--- config.mk ---
export PLATFORM = sky130hd
export DESIGN_NAME = cache_write_scheduler
export DESIGN_NICKNAME = d
export VERILOG_FILES = /design/src/rtl/cache_write_scheduler_pkg.sv /design/src/rtl/cache_write_scheduler_rr_arbiter4.sv /design/src/rtl/cache_write_scheduler.sv
export SDC_FILE = /design/constraint.sdc
export NUM_CORES = 1
export LEC_CHECK = 0
export ABC_AREA = 1
export CELL_PAD_IN_SITES_DETAIL_PLACEMENT = 1
export CELL_PAD_IN_SITES_GLOBAL_PLACEMENT = 1
export CORE_MARGIN = 2
export CORE_UTILIZATION = 28
export CTS_CLUSTER_SIZE = 28
export DETAILED_ROUTE_END_ITERATION = 8
export GPL_TIMING_DRIVEN = 1
export MAX_ROUTING_LAYER = met4
export PLACE_DENSITY = 0.75
export SLEW_MARGIN = 20
export SYNTH_ARGS = -nofsm -noshare
export SYNTH_HDL_FRONTEND = slang
export SYNTH_SLANG_ARGS = --single-unit
--- constraint.sdc ---
create_clock -name clk -period 4.73 [get_ports clk]
set_input_delay 1.419 -clock clk [delete_from_list [all_inputs] [get_ports clk]]
set_output_delay 1.419 -clock clk [all_outputs]
set_load 0.005 [all_outputs]
--- src/rtl/cache_write_scheduler_pkg.sv ---
// Shared port indices, default widths and small helpers for the cache write scheduler.
// Used by the top level and by the reusable rr_arbiter4.
package cache_write_scheduler_pkg;

    localparam int NUM_PORTS          = 4;
    localparam int PORT_NORTH         = 0;
    localparam int PORT_SOUTH         = 1;
    localparam int PORT_EAST          = 2;
    localparam int PORT_WEST          = 3;

    localparam int DEFAULT_ADDR_WIDTH = 8;
    localparam int DEFAULT_DATA_WIDTH = 32;
    localparam int DEFAULT_DEPTH      = 4;

    typedef logic [1:0] port_idx_t;

    // Encode a one-hot (or zero) port vector; zero maps to the north port.
    function automatic port_idx_t onehot_to_idx(input logic [NUM_PORTS-1:0] oh);
        port_idx_t idx;
        idx = port_idx_t'(PORT_NORTH);
        unique case (oh)
            4'b0010: idx = port_idx_t'(PORT_SOUTH);
            4'b0100: idx = port_idx_t'(PORT_EAST);
            4'b1000: idx = port_idx_t'(PORT_WEST);
            default: idx = port_idx_t'(PORT_NORTH);
        endcase
        return idx;
    endfunction

endpackage

--- src/rtl/cache_write_scheduler_rr_arbiter4.sv ---
// Four-way round-robin arbiter: grants the first requester found scanning
// ptr, ptr+1, ... mod 4. Purely combinational and reusable for router outputs.
module rr_arbiter4
    import cache_write_scheduler_pkg::*;
(
    input  logic [NUM_PORTS-1:0] req,
    input  logic [1:0]           ptr,
    output logic [NUM_PORTS-1:0] grant
);

    port_idx_t scan_idx;
    logic      found;

    always_comb begin
        grant    = '0;
        found    = 1'b0;
        scan_idx = ptr;
        for (int k = 0; k < NUM_PORTS; k++) begin
            scan_idx = ptr + port_idx_t'(k);
            if (!found && req[scan_idx]) begin
                grant[scan_idx] = 1'b1;
                found           = 1'b1;
            end
        end
    end

endmodule

--- src/rtl/cache_write_scheduler.sv ---
// Round-robin write scheduler: four router ports share one cache-bank write port via a FIFO.
// Optional read-after-write hazard detection is enabled with `define CACHE_WSCHED_HAZARD_EN.
module cache_write_scheduler
    import cache_write_scheduler_pkg::*;
#(
    parameter int ADDR_WIDTH = DEFAULT_ADDR_WIDTH,
    parameter int DATA_WIDTH = DEFAULT_DATA_WIDTH,
    parameter int DEPTH      = DEFAULT_DEPTH,
    parameter int PTR_WIDTH  = $clog2(DEPTH)
) (
    input  logic                            clk,
    input  logic                            reset,
    input  logic [NUM_PORTS-1:0]            wrReq,
    input  logic [NUM_PORTS*ADDR_WIDTH-1:0] wrAddr,
    input  logic [NUM_PORTS*DATA_WIDTH-1:0] wrData,
    output logic [NUM_PORTS-1:0]            wrGrant,
    output logic                            cacheWrite,
    output logic [ADDR_WIDTH-1:0]           cacheWriteAddr,
    output logic [DATA_WIDTH-1:0]           cacheWriteData,
    input  logic                            cacheReady,
    output logic [PTR_WIDTH:0]              fifoCount,
    output logic                            fifoFull,
    output logic                            fifoEmpty,
    input  logic [ADDR_WIDTH-1:0]           rdAddr,
    output logic                            rdHazard
);

    localparam logic [PTR_WIDTH:0] FULL_COUNT = (PTR_WIDTH+1)'(DEPTH);

    logic [PTR_WIDTH-1:0]  wr_ptr_q, wr_ptr_d;
    logic [PTR_WIDTH-1:0]  rd_ptr_q, rd_ptr_d;
    logic [PTR_WIDTH:0]    count_q,  count_d;
    port_idx_t             rr_ptr_q, rr_ptr_d;

    logic [ADDR_WIDTH-1:0] addr_mem_q [DEPTH];
    logic [DATA_WIDTH-1:0] data_mem_q [DEPTH];

    logic [NUM_PORTS-1:0]  arb_grant;
    logic [NUM_PORTS-1:0]  grant;
    port_idx_t             grant_idx;
    logic                  push;
    logic                  pop;
    logic                  full;
    logic                  empty;
    logic [ADDR_WIDTH-1:0] push_addr;
    logic [DATA_WIDTH-1:0] push_data;

    rr_arbiter4 u_arb (
        .req   (wrReq),
        .ptr   (rr_ptr_q),
        .grant (arb_grant)
    );

    // A full FIFO blocks grants even when a pop happens this cycle; the slot frees next cycle.
    always_comb begin
        full      = (count_q == FULL_COUNT);
        empty     = (count_q == '0);
        grant     = (reset || full) ? '0 : arb_grant;
        grant_idx = onehot_to_idx(grant);
        push      = |grant;
        pop       = !empty && cacheReady;
        push_addr = wrAddr[int'(grant_idx)*ADDR_WIDTH +: ADDR_WIDTH];
        push_data = wrData[int'(grant_idx)*DATA_WIDTH +: DATA_WIDTH];
    end

    always_comb begin
        wr_ptr_d = wr_ptr_q;
        rd_ptr_d = rd_ptr_q;
        count_d  = count_q;
        rr_ptr_d = rr_ptr_q;
        if (push) begin
            wr_ptr_d = wr_ptr_q + PTR_WIDTH'(1);
            rr_ptr_d = grant_idx + port_idx_t'(1);
        end
        if (pop) begin
            rd_ptr_d = rd_ptr_q + PTR_WIDTH'(1);
        end
        unique case ({push, pop})
            2'b10:   count_d = count_q + (PTR_WIDTH+1)'(1);
            2'b01:   count_d = count_q - (PTR_WIDTH+1)'(1);
            default: count_d = count_q;
        endcase
    end

    always_ff @(posedge clk) begin
        if (reset) begin
            wr_ptr_q <= '0;
            rd_ptr_q <= '0;
            count_q  <= '0;
            rr_ptr_q <= '0;
        end else begin
            wr_ptr_q <= wr_ptr_d;
            rd_ptr_q <= rd_ptr_d;
            count_q  <= count_d;
            rr_ptr_q <= rr_ptr_d;
        end
    end

    // Storage carries no reset; push is already suppressed while reset is high.
    always_ff @(posedge clk) begin
        if (push) begin
            addr_mem_q[wr_ptr_q] <= push_addr;
            data_mem_q[wr_ptr_q] <= push_data;
        end
    end

    always_comb begin
        wrGrant        = grant;
        cacheWrite     = !empty;
        cacheWriteAddr = empty ? '0 : addr_mem_q[rd_ptr_q];
        cacheWriteData = empty ? '0 : data_mem_q[rd_ptr_q];
        fifoCount      = count_q;
        fifoFull       = full;
        fifoEmpty      = empty;
    end

`ifdef CACHE_WSCHED_HAZARD_EN
    logic [PTR_WIDTH-1:0] entry_offset;
    logic                 hazard;

    // An entry is live when its distance from the head is below the stored count.
    always_comb begin
        hazard       = 1'b0;
        entry_offset = '0;
        for (int i = 0; i < DEPTH; i++) begin
            entry_offset = PTR_WIDTH'(i) - rd_ptr_q;
            if (({1'b0, entry_offset} < count_q) && (addr_mem_q[i] == rdAddr)) begin
                hazard = 1'b1;
            end
        end
    end

    assign rdHazard = hazard;
`else
    logic unused_rd_addr;
    assign unused_rd_addr = ^rdAddr;
    assign rdHazard       = 1'b0;
`endif

endmodule

Word-level counts from Yosys, hierarchy flattened
Memories as Yosys holds them, arrays and structs flattened. A register that Yosys moved wholly into a read port is not among the register bits.
Index checks and enable logic that the tools add are counted.
- add/sub/neg operators: 8
- mux-type cells: 34
- bitwise operators: 3
- eq/ne operators: 6
- order comparisons: 8
- reductions and logical operators: 16
- shift operators: 2
- operators with widths (operator ; count):
    $shiftx 128x8->32 ; 1
    $mux 32 ; 1
    $shiftx 32x6->8 ; 1
    $mux 4 ; 5
    $mux 1 ; 13
    $lt 2x3->1 const B ; 4
    $or 4x4->4 ; 3
    $add 2x1->2 const B ; 4
    $bmux 1 s2 ; 4
    $demux 1 s2 ; 4
    $ge 2x1->1 const B ; 4
    $logic_and 1x1->1 ; 8
    $mux 2 ; 4
    $mux 8 ; 1
    $pmux 2 s3 ; 1
    $pmux 3 s2 ; 1
    $add 2x2->2 const B ; 2
    $eq 4x2->1 const B ; 1
    $eq 4x3->1 const B ; 1
    $eq 4x4->1 const B ; 1
    $logic_not 1->1 ; 4
    $reduce_or 4->1 ; 1
    $add 3x1->3 const B ; 1
    $eq 3x3->1 const B ; 1
    other kinds (6) ; 6
- memories: 2
- register bits after elaboration: 9
- memory bits (writable): 160
- output and inout port bits: 51
- logic and storage cells: 83
- bits of input ports: 175
- memory list (name ; words ; bits a word ; read ports ; clocked after memory_dff ; write ports ; RTL line ; source):
    data_mem_q ; 4 ; 32 ; 1 ; 1 ; 1 ; cache_write_scheduler.sv:36 ; logic [DATA_WIDTH-1:0] data_mem_q [DEPTH];
    addr_mem_q ; 4 ; 8 ; 1 ; 1 ; 1 ; cache_write_scheduler.sv:35 ; logic [ADDR_WIDTH-1:0] addr_mem_q [DEPTH];

Logic depth before layout (Yosys ltp)
Gate-level depths: netlist (run 1).
- depth in word-level cells: 16
- mapped depth: 19
- mapped depth without buffers: 19

By module
A second synthesis (run 1) with hierarchy kept.
- cells, all modules: 1066
- area, all modules: 9202.6 µm²
- modules (own cells, without submodules) (module ; cells each ; times used ; sequential area each (µm²) ; area an instance (µm²)):
    cache_write_scheduler ; 993 ; 1 ; 5024.8 ; 8803.4
    rr_arbiter4 ; 73 ; 1 ; 0.0 ; 399.1

Worst setup path after synthesis (run 1)
Ideal clock, no wire load.
- path type: input-to-reg
- start: input port wrReq[3]
- end: memory addr_mem_q[0][0] (netlist bit), enable pin
- data required time: 4293 ps
- setup time: 437 ps
- path slack: 241 ps
- cell stages on the path: 11
- arrival time: 4052 ps
- buffers on the path: 0
- path through: nand2_1 -> nand3_1 -> nand2_2 -> nand2_2 -> nor2_2 -> nand2_1 -> nand3b_1 -> nand2_2 -> nand2_1 -> nor2_2 -> nor2_1
- cells in the longest elaborated chain, start to end: 16
- elaborated cells between the ends (all ways): 28
- those cells by class: mux: 18; bitwise: 3; reduce/logical: 7
- RTL lines (what ; RTL line ; source):
    start: declaration ; cache_write_scheduler.sv:13 ; input logic [NUM_PORTS-1:0] wrReq,
    $bmux 1 s2 ; cache_write_scheduler_rr_arbiter4.sv:20 ; if (!found && req[scan_idx]) begin
    $mux 1 (implied by the code) ; cache_write_scheduler_rr_arbiter4.sv:20 ;
    $mux 1 ; cache_write_scheduler_rr_arbiter4.sv:20 ;
    $logic_not 1->1 ; cache_write_scheduler_rr_arbiter4.sv:20 ;
    $logic_and 1x1->1 ; cache_write_scheduler_rr_arbiter4.sv:20 ;
    $mux 1 ; cache_write_scheduler_rr_arbiter4.sv:20 ;
    $logic_not 1->1 ; cache_write_scheduler_rr_arbiter4.sv:20 ;
    $logic_and 1x1->1 ; cache_write_scheduler_rr_arbiter4.sv:20 ;
    $mux 1 ; cache_write_scheduler_rr_arbiter4.sv:20 ;
    $logic_not 1->1 ; cache_write_scheduler_rr_arbiter4.sv:20 ;
    $logic_and 1x1->1 ; cache_write_scheduler_rr_arbiter4.sv:20 ;
    $mux 4 (*) ; cache_write_scheduler_rr_arbiter4.sv:20 ;
    $mux 4 (*) ; cache_write_scheduler.sv:58 ; grant = (reset || full) ? '0 : arb_grant;
    $reduce_or 4->1 (*) ; cache_write_scheduler.sv:60 ; push = |grant;
    $mux 1 (*) ; cache_write_scheduler.sv:101 ; if (push) begin
    $mux 1 (implied by the code) (*) ; cache_write_scheduler.sv:102 ; addr_mem_q[wr_ptr_q] <= push_addr;
    end: declaration ; cache_write_scheduler.sv:35 ;
Mark *: on every way between the ends. The rest lies on a longest branch, timed or not. The select of a mux whose other input is x is not followed.

Final worst setup path (run 1)
- start: input port wrReq[1]
- end: output port wrGrant[0]
- cells in the longest elaborated chain, start to end: 13
- elaborated cells between the ends (all ways): 25
- those cells by class: mux: 16; bitwise: 3; reduce/logical: 6
- RTL lines (what ; RTL line ; source):
    $bmux 1 s2 ; cache_write_scheduler_rr_arbiter4.sv:20 ;
    $mux 1 (implied by the code) ; cache_write_scheduler_rr_arbiter4.sv:20 ;
    $mux 1 ; cache_write_scheduler_rr_arbiter4.sv:20 ;
    $logic_not 1->1 ; cache_write_scheduler_rr_arbiter4.sv:20 ;
    $logic_and 1x1->1 ; cache_write_scheduler_rr_arbiter4.sv:20 ;
    $mux 1 ; cache_write_scheduler_rr_arbiter4.sv:20 ;
    $logic_not 1->1 ; cache_write_scheduler_rr_arbiter4.sv:20 ;
    $logic_and 1x1->1 ; cache_write_scheduler_rr_arbiter4.sv:20 ;
    $mux 1 ; cache_write_scheduler_rr_arbiter4.sv:20 ;
    $logic_not 1->1 ; cache_write_scheduler_rr_arbiter4.sv:20 ;
    $logic_and 1x1->1 ; cache_write_scheduler_rr_arbiter4.sv:20 ;
    $mux 4 (*) ; cache_write_scheduler_rr_arbiter4.sv:20 ;
    $mux 4 (*) ; cache_write_scheduler.sv:58 ;
    end: declaration ; cache_write_scheduler.sv:16 ; output logic [NUM_PORTS-1:0] wrGrant,
Marks and branches as above.

==> results of run 1 <==
==> sequential cells by signal (all words and copies together) (netlist names), named ones only <==
signal and count:
fifoCount 3, data_mem_q 128, rr_ptr_q 2, rd_ptr_q 2, addr_mem_q 32, wr_ptr_q 2
==> worst paths after layout <==
path                            startpoint                          end  slack [ns]  depth (start not counted)
setup / recovery                  wrReq[1]                   wrGrant[0]        0.17                         11
hold / removal    rd_ptr_q[1]$_SDFFE_PP0P_                     register        0.46                          2
setup reg to reg  rr_ptr_q[0]$_SDFFE_PP0P_  data_mem_q[2][16]$_DFFE_PP_        1.10                         18
hold reg to reg   rd_ptr_q[1]$_SDFFE_PP0P_                     register        0.46                          2
==> cell usage in the layout, fill, tap and decap left out, types with 3 or more instances in the layout <==
| cell | count |
|---|---|
| a21oi_1 | 49 |
| buf_12 | 5 |
| buf_4 | 21 |
| clkbuf_1 | 3 |
| clkbuf_16 | 17 |
| clkdlybuf4s50_1 | 212 |
| clkinv_1 | 3 |
| dfxtp_1 | 9 |
| dlygate4sd2_1 | 3 |
| edfxtp_1 | 160 |
| ha_1 | 12 |
| inv_1 | 185 |
| inv_2 | 7 |
| inv_6 | 4 |
| nand2_1 | 158 |
| nand2_2 | 4 |
| nand2_4 | 4 |
| nand3_1 | 177 |
| nand3b_1 | 3 |
| nor2_1 | 166 |
| nor2_4 | 7 |
| o21ai_0 | 87 |
==> worst max-delay path, cell delays in order <==
cell	delay, ns
dlygate4sd2_1	0.27
nand2_1	0.09
nand3_1	0.13
nand2_4	0.13
nand2_2	0.09
nor2_4	0.15
nand2_1	0.07
nand3b_1	0.11
nand2_1	0.08
inv_1	0.09
clkdlybuf4s50_1	0.51
==> layout make-up <==
type / instances / area, µm² / area share
Clock inverter: 12 / 114 / 0.00913
Sequential cell: 171 / 5030 / 0.403
Inverter: 193 / 724 / 0.0581
Tap cell: 442 / 553 / 0.0443
Timing Repair Buffer: 242 / 2420 / 0.194
Multi-Input combinational cell: 676 / 3190 / 0.256
Clock buffer: 20 / 437 / 0.0350
Antenna cell: 1 / 2.50 / 0.000201
==> power breakdown <==
part / internal (W) / leakage [nW] / switching (W) / total, W
Clock: 0.000732 / 0.267 / 0.000589 / 0.00132
Sequential: 0.00254 / 1.55 / 0.000154 / 0.00270
Combinational: 0.00144 / 3.43 / 0.00255 / 0.00399
Total: 0.00472 / 5.25 / 0.00330 / 0.00801
==> through the flow <==
stage,worst slack (ns),util,area (µm²),instances,TNS (ns)
after floorplan,0.241,-,9200,1103,0
after global placement,0.00591,0.366,11900,1723,0
after detailed placement,-0.0671,0.366,11900,1723,-0.192
after CTS,0.0189,0.384,12500,1756,0
after global routing,0.0652,0.384,12500,1757,0
final,0.168,0.384,12500,1757,0
==> layer usage <==
metal	routed length, µm	GRT usage
met5	0	-
met4	528	0.0511
met3	1550	0.0348
met2	14700	0.311
met1	13000	0.216
==> kinds of logic after synthesis <==
family,after synthesis,share of synthesized area
buffers and inverters,256,0.115
flip-flops,171,0.546
adder cells (fa/ha/maj),13,0.0185
other,1,0.000407
AO/OA/AOI/OAI,140,0.0775
AND/OR/NAND/NOR,522,0.243
==> repair_timing <==
item,4_1_cts,5_1_grt
gates resized for setup,4,5
pin swaps,2,1
cloned,0,0
setup buffers,1,0
endpoints found under the setup margin,4,4
==> flow_summary_export.csv, run 1 <==
group,metric,value,unit
cells_and_area,drive_gt1_frac,0.0624,
sta,timing.clock.skew,0.00851,ns
yosys,yosysUniqueCellTypes,27,
sta,finalHoldViolCount,0,
clock_tree,cts_buffers,17,
yosys,synth.largest_area_cell,"edfxtp_1",
placed_design,port_buffers,216,
sta,holdWs,0.460,ns
run_status,status,"completed",
yosys,ys.flop_type,"edfxtp_1",
floorplan,start_util,0.284,
yosys,synth_area_leaders,"edfxtp_1 (52%), nand3_1 (9.7%), inv_1 (7.6%)",
clock_tree,cts.path.max_buffers,2,
yosys,ys_ff_latch,171,
sta,fmax,0.219,GHz
drt,dr.pass1.iters,4,
yosys,netlist_instances,1103,
global_routing,grtUsageTotal,0.181,
floorplan,core_area,32500,µm²
pwr,p_per_area,642,nW/µm²
placed_design,place_congestion,0.839,
yosys,netlist_area,9200,µm²
global_routing,antenna_found_initial,1,
floorplan,die_height,185,µm
critical_path,cp_data_arrival_time,3.14,ns
sta,final.min_clock_period,4.56,ns
cells_and_area,fill_cells,3800,
clock_tree,cts.clk_slew.worst_paths,0.07,ns
cells_and_area,area_delta_synth_final,35.5,%
global_routing,grt_first_pass_wirelength,45800,µm
drt,wl,29700,µm
yosys,synth_top_area_frac,0.522,
global_routing,grt_max_degree,53,
critical_path,worstPathMaxFanout,6,
clock_tree,root_buffer,"clkbuf_16",
placed_design,dp_hpwl,20100,µm
yosys,async_flop_share,0,
drt,via_count,8165,
pwr,p_leak,5.25,nW
global_routing,grt_remaining_overflow,0,
critical_path,startpoint_type,"input pin",
sta,tightestPinTransition,0.917,ns
drt,drc,0,
global_routing,grt_pass1_vias,8497,
sta,fin_crit_sh,0.964,
critical_path,critPathCaptureType,"output pin",
floorplan,die_area,34300,µm²
floorplan,num_rows,66,
sta,slew_headroom,0.388,
critical_path,criticalPathCategory,"in -> out",
clock_tree,clk_latency,0.43,ns
clock_tree,cts.sinks,171,
yosys,synth_nets,1291,
critical_path,crit_required,3.31,ns
sta,setup_viol,0,
yosys,synth_warnings,0,
cells_and_area,finalNetCount,1489,
floorplan,io_pins,226,
clock_tree,hold_buffers,0,
drt,routed_via_density,4.65,
sta,rsz0062_at_grt,"false",
yosys,ys_seq_area_frac,0.546,
yosys,synth_edf_count,160,
yosys,synthTopCellsByCount,"inv_1 (187), nand3_1 (178), nor2_1 (171)",
clock_tree,cts_tree,"built",
drt,antenna_left,0,
floorplan,die_width,185,µm
drt,wl_per_cell,16.9,µm
drt,first_iter_violations,360,
pwr,ir_drop,0.324,mV
min_path,min_path_type,"reg -> reg",
run,cap_violations,0,
sta,slew_violations,0,
clock_tree,htreeDepth,4,
pwr,p_total,0.00801,W
yosys,synth.most_common_cell,"inv_1",
yosys,syn_avg_cell_area,8.34,µm²
(Power assumes the default switching activity.)
==> run 2: changes to the inputs <==
--- a/config.mk
+++ b/config.mk
@@ -10,7 +10,6 @@
 export CELL_PAD_IN_SITES_GLOBAL_PLACEMENT = 1
 export CORE_MARGIN = 2
 export CORE_UTILIZATION = 28
-export CTS_CLUSTER_SIZE = 28
 export DETAILED_ROUTE_END_ITERATION = 8
 export GPL_TIMING_DRIVEN = 1
 export MAX_ROUTING_LAYER = met4
==> results of run 2 <==
The final DEF is identical to that of run 1; final timing and power are the same.
